[config.mk]
export PLATFORM = sky130hd
export DESIGN_NAME = fetch_sequencer
export DESIGN_NICKNAME = d
export VERILOG_FILES = /design/src/rtl/cpu_pkg.sv /design/src/rtl/next_pc_sel.sv /design/src/rtl/fetch_sequencer.sv
export SDC_FILE = /design/constraint.sdc
export NUM_CORES = 1
export LEC_CHECK = 0
export ABC_AREA = 1
export CAP_MARGIN = 20
export CORE_ASPECT_RATIO = 1.2
export CORE_UTILIZATION = 45
export DETAILED_ROUTE_END_ITERATION = 10
export GPL_TIMING_DRIVEN = 0
export PLACE_DENSITY_LB_ADDON = 0.08
export RECOVER_POWER = 50
export SETUP_SLACK_MARGIN = 0.5
export SYNTH_ARGS = -nofsm -noshare
export SYNTH_HDL_FRONTEND = slang
export SYNTH_SLANG_ARGS = --single-unit
[constraint.sdc]
create_clock -name clk -period 3.4 [get_ports clk]
set_input_delay 0.68 -clock clk [delete_from_list [all_inputs] [get_ports clk]]
set_output_delay 0.68 -clock clk [all_outputs]
set_load 0.03 [all_outputs]
[src/rtl/cpu_pkg.sv]
// Shared CPU definitions: opcode/format encodings, fetch FSM states and decode helpers.
package cpu_pkg;

    typedef enum logic [3:0] {
        OP_LB   = 4'b0000,
        OP_SB   = 4'b0001,
        OP_JMP  = 4'b0010,
        OP_ADD  = 4'b0011,
        OP_SUB  = 4'b0100,
        OP_AND  = 4'b0101,
        OP_OR   = 4'b0110,
        OP_XOR  = 4'b0111,
        OP_ADDI = 4'b1000,
        OP_SUBI = 4'b1001,
        OP_BNE  = 4'b1010,
        OP_BEQ  = 4'b1011,
        OP_BLT  = 4'b1100,
        OP_NOT  = 4'b1101,
        OP_HALT = 4'b1110,
        OP_BLS  = 4'b1111
    } opcode_t;

    typedef enum logic [1:0] {
        C_FORM = 2'b00,
        I_FORM = 2'b01,
        M_FORM = 2'b10,
        X_FORM = 2'b11
    } format_t;

    typedef enum logic [1:0] {
        IDLE   = 2'd0,
        RUN    = 2'd1,
        HALTED = 2'd2
    } fetch_state_t;

    function automatic logic is_branch(input logic [3:0] op);
        return (op == OP_BNE) || (op == OP_BEQ) || (op == OP_BLT) || (op == OP_BLS);
    endfunction

endpackage

[src/rtl/next_pc_sel.sv]
// Combinational next-PC selection for one instruction: halt, jump, taken branch or sequential.
module next_pc_sel
    import cpu_pkg::*;
#(
    parameter int PC_W = 16
) (
    input  logic [PC_W-1:0] pc,
    input  logic [3:0]      opcode,
    input  logic [1:0]      format,
    input  logic [PC_W-1:0] jmp_loc,
    input  logic            branch_taken,
    output logic [PC_W-1:0] next_pc,
    output logic            is_halt
);

    logic x_form;

    assign x_form = (format == X_FORM);

    // Unknown opcodes match no item and fall through to the sequential default.
    always_comb begin
        next_pc = pc + PC_W'(1);
        is_halt = 1'b0;
        case (opcode)
            OP_HALT: begin
                is_halt = 1'b1;
                next_pc = pc;
            end
            OP_JMP: begin
                if (!x_form) begin
                    next_pc = jmp_loc;
                end
            end
            default: begin
                if (is_branch(opcode) && branch_taken && !x_form) begin
                    next_pc = jmp_loc;
                end
            end
        endcase
    end

endmodule

[src/rtl/fetch_sequencer.sv]
// PC sequencer / fetch controller (IDLE, RUN, HALTED) driving a combinational instruction ROM.
// Define FETCH_INSTR_COUNT_EN to build the saturating retired-instruction counter.
module fetch_sequencer
    import cpu_pkg::*;
#(
    parameter int              PC_W       = 16,
    parameter logic [PC_W-1:0] START_ADDR = '0
) (
    input  logic            clk,
    input  logic            rst_n,
    input  logic            start,
    input  logic            stall,
    input  logic [3:0]      opcode,
    input  logic [1:0]      format,
    input  logic [PC_W-1:0] jmp_loc,
    input  logic            branch_taken,
    output logic [PC_W-1:0] pc,
    output logic            instr_valid,
    output logic            halted,
    output logic            done,
    output logic [31:0]     instr_count
);

    fetch_state_t    state_q, state_d;
    logic [PC_W-1:0] pc_q, pc_d;
    logic            done_q, done_d;
    logic [PC_W-1:0] sel_next_pc;
    logic            sel_is_halt;

    next_pc_sel #(
        .PC_W (PC_W)
    ) u_next_pc_sel (
        .pc           (pc_q),
        .opcode       (opcode),
        .format       (format),
        .jmp_loc      (jmp_loc),
        .branch_taken (branch_taken),
        .next_pc      (sel_next_pc),
        .is_halt      (sel_is_halt)
    );

    always_comb begin
        state_d     = state_q;
        pc_d        = pc_q;
        instr_valid = 1'b0;
        case (state_q)
            IDLE: begin
                pc_d = START_ADDR;
                if (start) begin
                    state_d = RUN;
                end
            end
            RUN: begin
                // A stalled cycle retires nothing, so it outranks every redirect.
                if (!stall) begin
                    instr_valid = 1'b1;
                    pc_d        = sel_next_pc;
                    if (sel_is_halt) begin
                        state_d = HALTED;
                    end
                end
            end
            HALTED: begin
                if (start) begin
                    state_d = RUN;
                    pc_d    = START_ADDR;
                end
            end
            default: begin
                state_d = IDLE;
                pc_d    = START_ADDR;
            end
        endcase
        done_d = (state_d == HALTED) && (state_q != HALTED);
    end

    always_ff @(posedge clk or negedge rst_n) begin
        if (!rst_n) begin
            state_q <= IDLE;
            pc_q    <= START_ADDR;
            done_q  <= 1'b0;
        end else begin
            state_q <= state_d;
            pc_q    <= pc_d;
            done_q  <= done_d;
        end
    end

    assign pc     = pc_q;
    assign halted = (state_q == HALTED);
    assign done   = done_q;

`ifdef FETCH_INSTR_COUNT_EN
    logic [31:0] count_q, count_d;

    always_comb begin
        count_d = count_q;
        if (instr_valid && (count_q != 32'hFFFF_FFFF)) begin
            count_d = count_q + 32'd1;
        end
    end

    always_ff @(posedge clk or negedge rst_n) begin
        if (!rst_n) begin
            count_q <= 32'd0;
        end else begin
            count_q <= count_d;
        end
    end

    assign instr_count = count_q;
`else
    assign instr_count = 32'd0;
`endif

`ifndef SYNTHESIS
    // Unmapped ROM locations return x; they are executed as sequential ops.
    always @(posedge clk) begin
        if (rst_n && (state_q == RUN) && !stall && $isunknown(opcode)) begin
            $warning("fetch_sequencer: undefined opcode at pc=%h treated as sequential", pc_q);
        end
    end
`endif

endmodule

---- Word-level counts from Yosys, hierarchy flattened ----
Index checks and enable logic that the tools add are counted.
operators by class
  reductions and logical operators ........ 10
  mux-type cells .......................... 13
  $add $sub $neg .......................... 1
  equality and inequality tests ........... 14
operators with widths
  kind                                                              count
  16-bit two-way mux                                                4
  16-bit case mux with 2 select lines                               2
  4-bit == test (second input constant)                             5
  16-bit by 1-bit adder with 16-bit output (second input constant)  1
  2-bit != test (second input constant)                             4
  2-bit == test (second input constant)                             3
  2-bit two-way mux                                                 3
  4-bit by 2-bit == test with 1-bit output (second input constant)  1
  2-bit case mux with 2 select lines                                1
  1-bit logical AND                                                 3
  1-bit logical OR                                                  3
  1-bit two-way mux                                                 3
  3-bit AND reduction                                               1
  2-bit by 1-bit == test with 1-bit output (second input constant)  1
  2-bit logical NOT                                                 1
  2-bit OR reduction                                                1
  1-bit logical NOT                                                 1
word-level totals
  output and inout port bits .............. 51
  register bits ........................... 19
  input bits .............................. 27
  word-level logic and storage cells ...... 41

---- Longest topological paths before layout ----
  word-level depth ........................ 10
  mapped depth ............................ 11

---- Modules after synthesis ----
Synthesis repeated with hierarchy kept, for this count alone.
unflattened totals
  cell total of the unflattened synthesis .. 315
  area, all modules ....................... 2074.5 µm²
by module, submodules not included
  module           times used  cells each  area each (µm²)
  next_pc_sel      1           197         1072.3
  fetch_sequencer  1           118         1002.2

---- Worst setup path before layout ----
Ideal clock, no wire load.
  path type ............................... input -> output
  start point ............................. input port stall
  end point ............................... output port instr_valid
  stages on the path ...................... 1
  required time ........................... 2.720 ns
  setup slack ............................. 1.627 ns
  arrival time ............................ 1.093 ns
  path buffers ............................ 0
  cells stage by stage .................... nor2_1
between the ends
  cells in the longest elaborated chain, start to end .. 2
RTL lines
  item               RTL line               RTL
  from (decl)        fetch_sequencer.sv:12  input logic stall,
  1-bit two-way mux  fetch_sequencer.sv:55  if (!stall) begin
  1-bit two-way mux  fetch_sequencer.sv:46  case (state_q)
  to (decl)          fetch_sequencer.sv:18  output logic instr_valid,
No other way between the ends.

---- Worst setup path in the final report ----
Same ends and word-level chain as after synthesis.

==> flow_summary.yaml <==
status:
  status: "complete, but fails checks"
  failed_checks: "design-rule violations"
global_route:
  grt_pass1_vias: 1430
  antenna_found_initial: 0
  grt_max_degree: 20
  grt_usage_pct: 20.4
  grt_pass1_wl_mm: 6.07
  grt.overflow.total: 0
cells_and_area:
  num_antenna_cells: 0
  multiInputGateArea_um2: 932
  layout.area.seq_um2: 475
  syn_to_final_growth_pct: 38.6
  fin_util_pct: 67.5
  layout-drive-gt1-share_pct: 15.0
  fillers: 312
  nNetsFinal: 355
timing:
  finClkSkew_ns: 0.00381
  worstMarginPinSlew_ns: 0.924
  period_minus_slack_ns: 2.60
  slew_violations: 0
  max_freq_mhz: 384
  finalSetupViolCount: 0
  hold_viol_final: 0
  rsz0062_at_grt: "no"
  setup_tns_ns: 0
  slew_headroom_pct: 38.2
  fin_crit_sh_pct: 76.5
floorplanning:
  io_pins: 78
  die_y_um: 68.7
  initial_core_util_pct: 48.7
  rows: 23
  core_area_um2: 3420
  die_area_um2: 3950
  die_x_um: 57.6
worst_setup_path:
  crit_path_top_delay_cell: "clkdlybuf4s50_1"
  cp_max_fo: 4
  worstPathArrival_ns: 1.92
  slowest_delay_ns: 0.67
  cpMostUsedCell: "clkdlybuf4s50_1"
  critPathKind: "in -> out"
  cp.required_ns: 2.72
  start_kind: "input port"
  crit_path_end_kind: "primary output"
  cp_cell_sequence: "clkdlybuf4s50_1 -> nor2_1 -> clkdlybuf4s50_1"
  r2r_slack_ns: 1.90
job:
  maxCapViolCount: 0
yosys:
  synthCells: 246
  synth_seq_cells: 19
  synthAdderAreaFrac_pct: 0.750
  synth_area_um2: 1670
  yosysWarnings: 0
  synth_area_leaders: "dfrtp_1 (29%), nand2_1 (18%), buf_4 (16%)"
  synth_xor_xnor_area_share_pct: 5.25
  yosysUniqueCellTypes: 28
  yosysSeqAreaShare_pct: 28.5
  synth_top_cell_area_share_pct: 28.5
  muxShareOfSynthArea_pct: 0
  synth_top_family_by_area: "simple AND/OR/NAND/NOR gates"
  synth_compound_area_share_pct: 5.25
  synthSimpleGateAreaFrac_pct: 37.9
  syn_area_per_cell_um2: 6.78
  synth_top_area_cell: "dfrtp_1"
cts:
  cts.clk_slew.worst_paths_ns: 0.08
  post_cts_buffers: 0
  numCtsBuffers: 3
  cts.htree.levels: 1
  insertion_delay_ns: 0.27
  cts_root_buf: "clkbuf_8"
  clkSinkCount: 19
  clock_path_buffers: 2
  ctsResizeCount: 0
  cts_hold_buf: 0
  cts_tree: "done"
drt:
  wl_per_cell_um: 10.2
  ant_nets: 0
  drtIter0Drc: 52
  firstDrtPassIters: 7
  drc_errors: 7
  viasPerCell: 4.51
  drt_wl_total_mm: 3.71
  vias: 1636
pwr:
  p_per_area_nw_per_um2: 518
  power_w: 0.00120
  peakVddDrop_uv: 345
  power.leakage_nw: 1.21
placement:
  dp_hpwl_mm: 2.87
  gp_congestion: 0.867
  port_buffers: 45
worst_hold_path:
  hp-class: "reg -> reg"
[stage by stage]
| stage | worst slack [ns] | hold slack (ns) | instances | cell area (um^2) |
|---|---|---|---|---|
| after floorplan | 1.63 | 0.384 | 277 | 1780 |
| after global placement | 0.795 | 0.477 | 359 | 2280 |
| after detailed placement | 0.802 | 0.493 | 359 | 2280 |
| after CTS | 0.791 | 0.502 | 363 | 2330 |
| after global routing | 0.740 | 0.520 | 363 | 2310 |
| final | 0.798 | 0.502 | 363 | 2310 |
[layout make-up]
class / count / area share [%]
Inverter: 21 / 3.41
Clock buffer: 3 / 1.79
Clock inverter: 1 / 0.216
Sequential cell: 19 / 20.6
Tap cell: 37 / 2.00
Timing Repair Buffer: 45 / 19.5
Buffer: 38 / 12.2
Multi-Input combinational cell: 199 / 40.3
[state kept, by name, indices dropped and copies added (netlist names)]
| register | count |
|---|---|
| pc | 16 |
| done | 1 |
| state_q | 2 |
[cell usage after synthesis (all sizes together)]
cell / count
buf: 38
nand4: 2
o21bai: 1
nand3: 20
conb: 1
xor2: 7
or2: 1
nor2: 24
ha: 1
xnor2: 3
nor3b: 1
a211oi: 1
nor3: 1
dfrtp: 19
nand2: 82
nand3b: 10
inv: 21
o21ai: 11
a21oi: 2
[path summary, 6_finish.rpt]
check | startpoint | endpoint | depth (start not counted)
worst max-delay path | stall | instr_valid | 3
worst min-delay path | state_q[0] | state_q[0] | 1
worst max register to register | pc[1] | pc[12] | 8
worst min register to register | state_q[0] | state_q[0] | 1
max in group asynchronous | rst_n | pc[0] | 1
min in group asynchronous | rst_n | pc[13] | 1
[report_power, final]
group | switching (W) | internal (W) | total (W) | leakage, nW
logic | 0.000372 | 0.000271 | 0.000643 | 0.936
clock network | 0.0000842 | 0.0000819 | 0.000166 | 0.0255
registers | 0.0000974 | 0.000292 | 0.000389 | 0.252
total | 0.000554 | 0.000645 | 0.00120 | 1.21
[routing by layer]
metal,track usage [%],part of all wire (%),up-vias
met5,0,0,-
met4,10.4,2.0,0
met3,2.05,4.4,5
met2,38.4,52,47
met1,22.9,42,718
li1,-,-,866
[worst max-delay path, delay by kind of cell]
| kind | cells | cell delay, ns |
|---|---|---|
| AND/OR/NAND/NOR | 1 | 0.12 |
| buffers and inverters | 2 | 1.12 |
[kinds of logic after synthesis]
kind of cell             Yosys count
buffers and inverters             59
AND/OR/NAND/NOR                  141
AO/OA/AOI/OAI                     15
flip-flops                        19
other                              1
XOR/XNOR                          10
adder cells (fa/ha/maj)            1
[cells in the final DEF (no fill, tap or decap)]
master            n
a211oi_1          1
buf_4            35
nor2_4            2
nand2_2           2
xnor2_1           3
nand2_1          80
o21ai_1           5
ha_1              1
clkbuf_1          1
nand3b_1         10
or2_2             1
nor3_1            1
nor2_2            3
clkbuf_8          3
dfrtp_1          19
nor3b_1           1
a21oi_1           2
dlygate4sd3_1     2
nand4_1           2
nor2_1           19
nand3_1          20
clkdlybuf4s50_1  43
o21bai_1          1
buf_2             1
buf_6             1
o21ai_0           6
conb_1           32
xor2_1            7
inv_1            21
clkinv_2          1
Note: power is estimated with default switching activity, not from simulation.
==> RTL edit 1, RTL diff (same flow settings) <==
Build with the macro `FETCH_INSTR_COUNT_EN` defined.
--- a/src/rtl/fetch_sequencer.sv
+++ b/src/rtl/fetch_sequencer.sv
@@ -1,5 +1,7 @@
 // PC sequencer / fetch controller (IDLE, RUN, HALTED) driving a combinational instruction ROM.
 // Define FETCH_INSTR_COUNT_EN to build the saturating retired-instruction counter.
+`define FETCH_INSTR_COUNT_EN
+
 module fetch_sequencer
     import cpu_pkg::*;
 #(
Behaviour: not the same (Yosys sat finds a counterexample within 4 cycles, from zero or initial values and one cycle with rst_n low).
==> RTL edit 1 against the original RTL <==
- the run still ends with DRC left
- largest cell class unchanged
- core utilization down 8.5 points
- area after synthesis up 120%
- sequential cell count up 32
- power up 88%
- count of clock-buffer cells in the layout up 4
- wire length rose to 2.6 times the old value
- cell area up 98%
- critical endpoint unchanged
- sequential share of layout area up 7.3 points
- setup slack worse by 0.074 ns
==> RTL edit 1: results (changes against the original RTL) <==
routed_wire_length_per_instance_um: 13.1  # was 10.2 um
reg2reg_to: "instr_count[15]"  # was pc[12]
dpl.cell_count: 727  # was 359
sequential_share_of_the_synthesized_area: 0.351  # was 0.285
layout.clock.cell_area_share: 0.0178  # was 0.0200
irDropWorstVdd_mv: 0.395  # was 0.345 mV
placement.setup.worst_slack_ns: 0.480  # was 0.802 ns
sh_seq_area: 0.279  # was 0.206
critical_path.slowest_cell: "sky130_fd_sc_hd__dlygate4sd3_1"  # was sky130_fd_sc_hd__clkdlybuf4s50_1
cts_max_level: 2  # was 1
seq_cell_power_w: 0.000885  # was 0.000389 W
violations: "DRC"  # unchanged
cts_buffers: 5  # was 3
nMultiInputCombCells: 455  # was 199
skew_ns: 0.00531  # was 0.00381 ns
multi_input_area_share: 0.457  # was 0.403
min_period_over_period: 0.787  # was 0.765
drt_iter0_drc: 176  # was 52
fin_cells: 735  # was 363
critical-path-max-stage-delay_ns: 0.56  # was 0.67 ns
p_leak_nw: 2.06  # was 1.21 nW
layout.non_clock_buffers: 89  # was 83
yosys.cell_types.count: 27  # was 28
final_layout_clock_buffer_total: 7  # was 3
non_clock_buffer_area_share: 0.189  # was 0.317
synth_top_cells_by_area: "sky130_fd_sc_hd__dfrtp_1 (35%), sky130_fd_sc_hd__nand2_1 (26%), sky130_fd_sc_hd__nor2_1 (7.2%)"  # was sky130_fd_sc_hd__dfrtp_1 (29%), sky130_fd_sc_hd__nand2_1 (18%), sky130_fd_sc_hd__buf_4 (16%)
final_nets: 671  # was 355
grt_pass1_vias: 3569  # was 1430
grt_start_max_net_pins: 36  # was 20
timing.max_slew.rel_slack: 0.377  # was 0.382
timing.critical_path.arrival_ns: 2.00  # was 1.92 ns
place_congestion: 0.911  # was 0.867
power.share.clock: 0.155  # was 0.139
drt_first_pass_iters: 8  # was 7
global_route.usage.total: 0.242  # was 0.204
post-route-drc-count: 8  # was 7
status: "finished with violations"  # unchanged
[RTL edit 1: routing by layer]
layer | up-vias | share of wire | global-route usage
met5 | - | 0 | 0
met4 | 0 | 0.030 | 0.0995
met3 | 20 | 0.033 | 0.0278
met2 | 102 | 0.52 | 0.448
met1 | 1697 | 0.42 | 0.285
li1 | 1910 | - | -
[RTL edit 1: logic make-up after synthesis]
family | count (synthesis) | synth area share
AND/OR/NAND/NOR | 403 | 0.476
buffers and inverters | 51 | 0.0695
flip-flops | 51 | 0.351
AO/OA/AOI/OAI | 28 | 0.0430
XOR/XNOR | 22 | 0.0530
adder cells (fa/ha/maj) | 2 | 0.00688
[RTL edit 1: critical path: cells and delay by family]
| kind | cells | cell delay (ns) |
|---|---|---|
| buf+inv | 2 | 1.01 |
| simple gates | 1 | 0.30 |
[RTL edit 1: repair_timing]
action	in CTS	in global routing
endpoints found under the setup margin	1	0
gates resized for setup	1	0
hold buffers	0	0
==> RTL edit 2, RTL diff (same flow settings) <==
Without the edit above. The 3 states of `fetch_state_t` get a one-hot encoding in 3 bits.
--- a/src/rtl/cpu_pkg.sv
+++ b/src/rtl/cpu_pkg.sv
@@ -27,10 +27,10 @@
         X_FORM = 2'b11
     } format_t;
 
-    typedef enum logic [1:0] {
-        IDLE   = 2'd0,
-        RUN    = 2'd1,
-        HALTED = 2'd2
+    typedef enum logic [2:0] {
+        IDLE   = 3'b001,
+        RUN    = 3'b010,
+        HALTED = 3'b100
     } fetch_state_t;
 
     function automatic logic is_branch(input logic [3:0] op);
Formal check against the unedited RTL: same outputs for any inputs over 10 cycles, from zero or initial values and one cycle with rst_n low; not proved beyond that.
==> RTL edit 2 against the original RTL <==
- cell area rose by 11%
- via count grew 8.6%
- critical endpoint unchanged
- sequential cell count is 1 higher
- area after synthesis increased by 15%
- setup slack worse by 0.088 ns
- wire length up 11%
- cell count is 12% higher
Power is not compared: it rests on default switching activity, and its combinational part moved more than twofold at a synthesized area within 25%.
==> RTL edit 2: results (changes against the original RTL) <==
detail_route.wirelength_um: 4110  # was 3710 um
min_path_type: "flip-flop to flip-flop"  # unchanged
cts.repair.resized: 0  # unchanged
min_from: "pc[15]"  # was state_q[0]
largest_register_ffs: 16  # unchanged
drt_first_pass_iters: 5  # was 7
dr_total_vias: 1776  # was 1636
crit_path_max_fanout: 3  # was 4
place_congestion: 0.896  # was 0.867
antenna_violations_before_repair: 0  # unchanged
final_layout_size_suffix_gt1_frac: 0.213  # was 0.150
portBuffers: 45  # unchanged
global_route.usage.total: 0.199  # was 0.204
cts_buffers: 3  # unchanged
postSynthCellCount: 272  # was 246
synthesis.yosys.warnings: 0  # unchanged
grt_start_max_net_pins: 21  # was 20
crit_family: "buffers and inverters"  # unchanged
finalHoldWorstSlack_ns: 0.544  # was 0.502 ns
critical_path.slowest_cell: "sky130_fd_sc_hd__clkdlybuf4s50_1"  # unchanged
worst_skew_pair.late_latency_ns: 0.27  # about the same
layout.filler_cells: 406  # was 312
yosys.cell_types.count: 34  # was 28
origin_of_the_critical_flop_to_flop_path: "state_q[0]"  # was pc[1]
fin_cells: 406  # was 363
grt_pass1_wl_um: 6710  # was 6070 um
dp_wirelength_um: 3230  # was 2870 um
final_nets: 381  # was 355
grt_pass1_vias: 1536  # was 1430
sequential_share_of_the_synthesized_area: 0.261  # was 0.285
status: "completed"  # was finished with violations
antennaDiodeCount: 0  # unchanged
r2r_cells: 8  # unchanged
postSynth.topFlopCell: "sky130_fd_sc_hd__dfrtp_1"  # unchanged
whs_endpoint: "pc[15]"  # was state_q[0]
synth_top_cells_by_area: "sky130_fd_sc_hd__dfrtp_1 (25%), sky130_fd_sc_hd__nand2_1 (16%), sky130_fd_sc_hd__buf_4 (13%)"  # was sky130_fd_sc_hd__dfrtp_1 (29%), sky130_fd_sc_hd__nand2_1 (18%), sky130_fd_sc_hd__buf_4 (16%)
whs_path_depth: 2  # was 1
flop2flop_setup_slack_ns: 1.57  # was 1.90 ns
timing.critical_path.arrival_ns: 2.01  # was 1.92 ns
drt_iter0_drc: 67  # was 52
p_leak_nw: 1.35
dpl.cell_count: 402  # was 359
reg2reg_to: "pc[3]"  # was pc[12]
cts_max_level: 1  # unchanged
maximum_buffer_depth_of_the_clock_tree: 2  # unchanged
irDropWorstVdd_mv: 0.262
worstMarginPinSlew_ns: 0.945  # was 0.924 ns
synth_common_cells: "sky130_fd_sc_hd__nand2_1 (82), sky130_fd_sc_hd__buf_4 (32), sky130_fd_sc_hd__nor2_1 (27)"  # was sky130_fd_sc_hd__nand2_1 (80), sky130_fd_sc_hd__buf_4 (35), sky130_fd_sc_hd__nand3_1 (20)
critical-path-max-stage-delay_ns: 0.67  # about the same
synthArstFlopShare: 1.00  # unchanged
skew_ns: 0.00287  # was 0.00381 ns
postCtsSetupBuffers: 0  # unchanged
cts.clk_slew.worst_paths_ns: 0.08  # about the same
RTL edit 2: cell count changes after synthesis, sizes merged, moves of 3 or more:
cell / delta
nand2: +17
nor2: +10
inv: +8
nand3b: -8
nand3: +4
buf: -3
RTL edit 2: power by group:
part | total (W) | switching, W | internal [W]
Sequential | 0.000290 | 0.0000249 | 0.000265
Combinational | 0.000321 | 0.000196 | 0.000126
Clock | 0.000170 | 0.0000859 | 0.0000838
RTL edit 2: worst max path at each step:
stage / startpoint / end / slack (ns) / cells after the start
floorplan: stall / instr_valid / 1.69 / 3
global placement: stall / instr_valid / 0.68 / 5
detailed placement: stall / instr_valid / 0.69 / 5
CTS: stall / instr_valid / 0.69 / 5
global route: stall / instr_valid / 0.62 / 5
finish: stall / instr_valid / 0.71 / 5
RTL edit 2: per-layer routing:
layer | vias to the layer above | share of wire | track usage
li1 | 940 | - | -
met1 | 775 | 0.42 | 0.249
met2 | 54 | 0.51 | 0.337
met3 | 7 | 0.050 | 0.0246
met4 | 0 | 0.018 | 0.0815
met5 | - | 0 | 0
RTL edit 2: through the flow:
stage	instance area, um2	worst slack [ns]
2_1_floorplan	2040	1.69
3_3_place_gp	2550	0.684
3_5_place_dp	2550	0.694
4_1_cts	2600	0.686
5_1_grt	2570	0.617
6_report	2570	0.710
RTL edit 2: kinds of logic after synthesis:
family | count (synthesis) | synth area share
adders and majority gates | 1 | 0.00652
DFF | 20 | 0.261
other | 1 | 0.00195
and+or+nand+nor | 164 | 0.443
xor gates and xnor gates | 7 | 0.0319
buffers and inverters | 64 | 0.204
AOI/OAI and AO/OA | 15 | 0.0515
RTL edit 2: layout make-up:
class	count	share of cell area
multi-input combinational	219	0.437
buffer	35	0.107
inverter	29	0.0423
sequential	20	0.195
timing repair buffer	45	0.175
clock buffer	4	0.0175
tap	54	0.0263
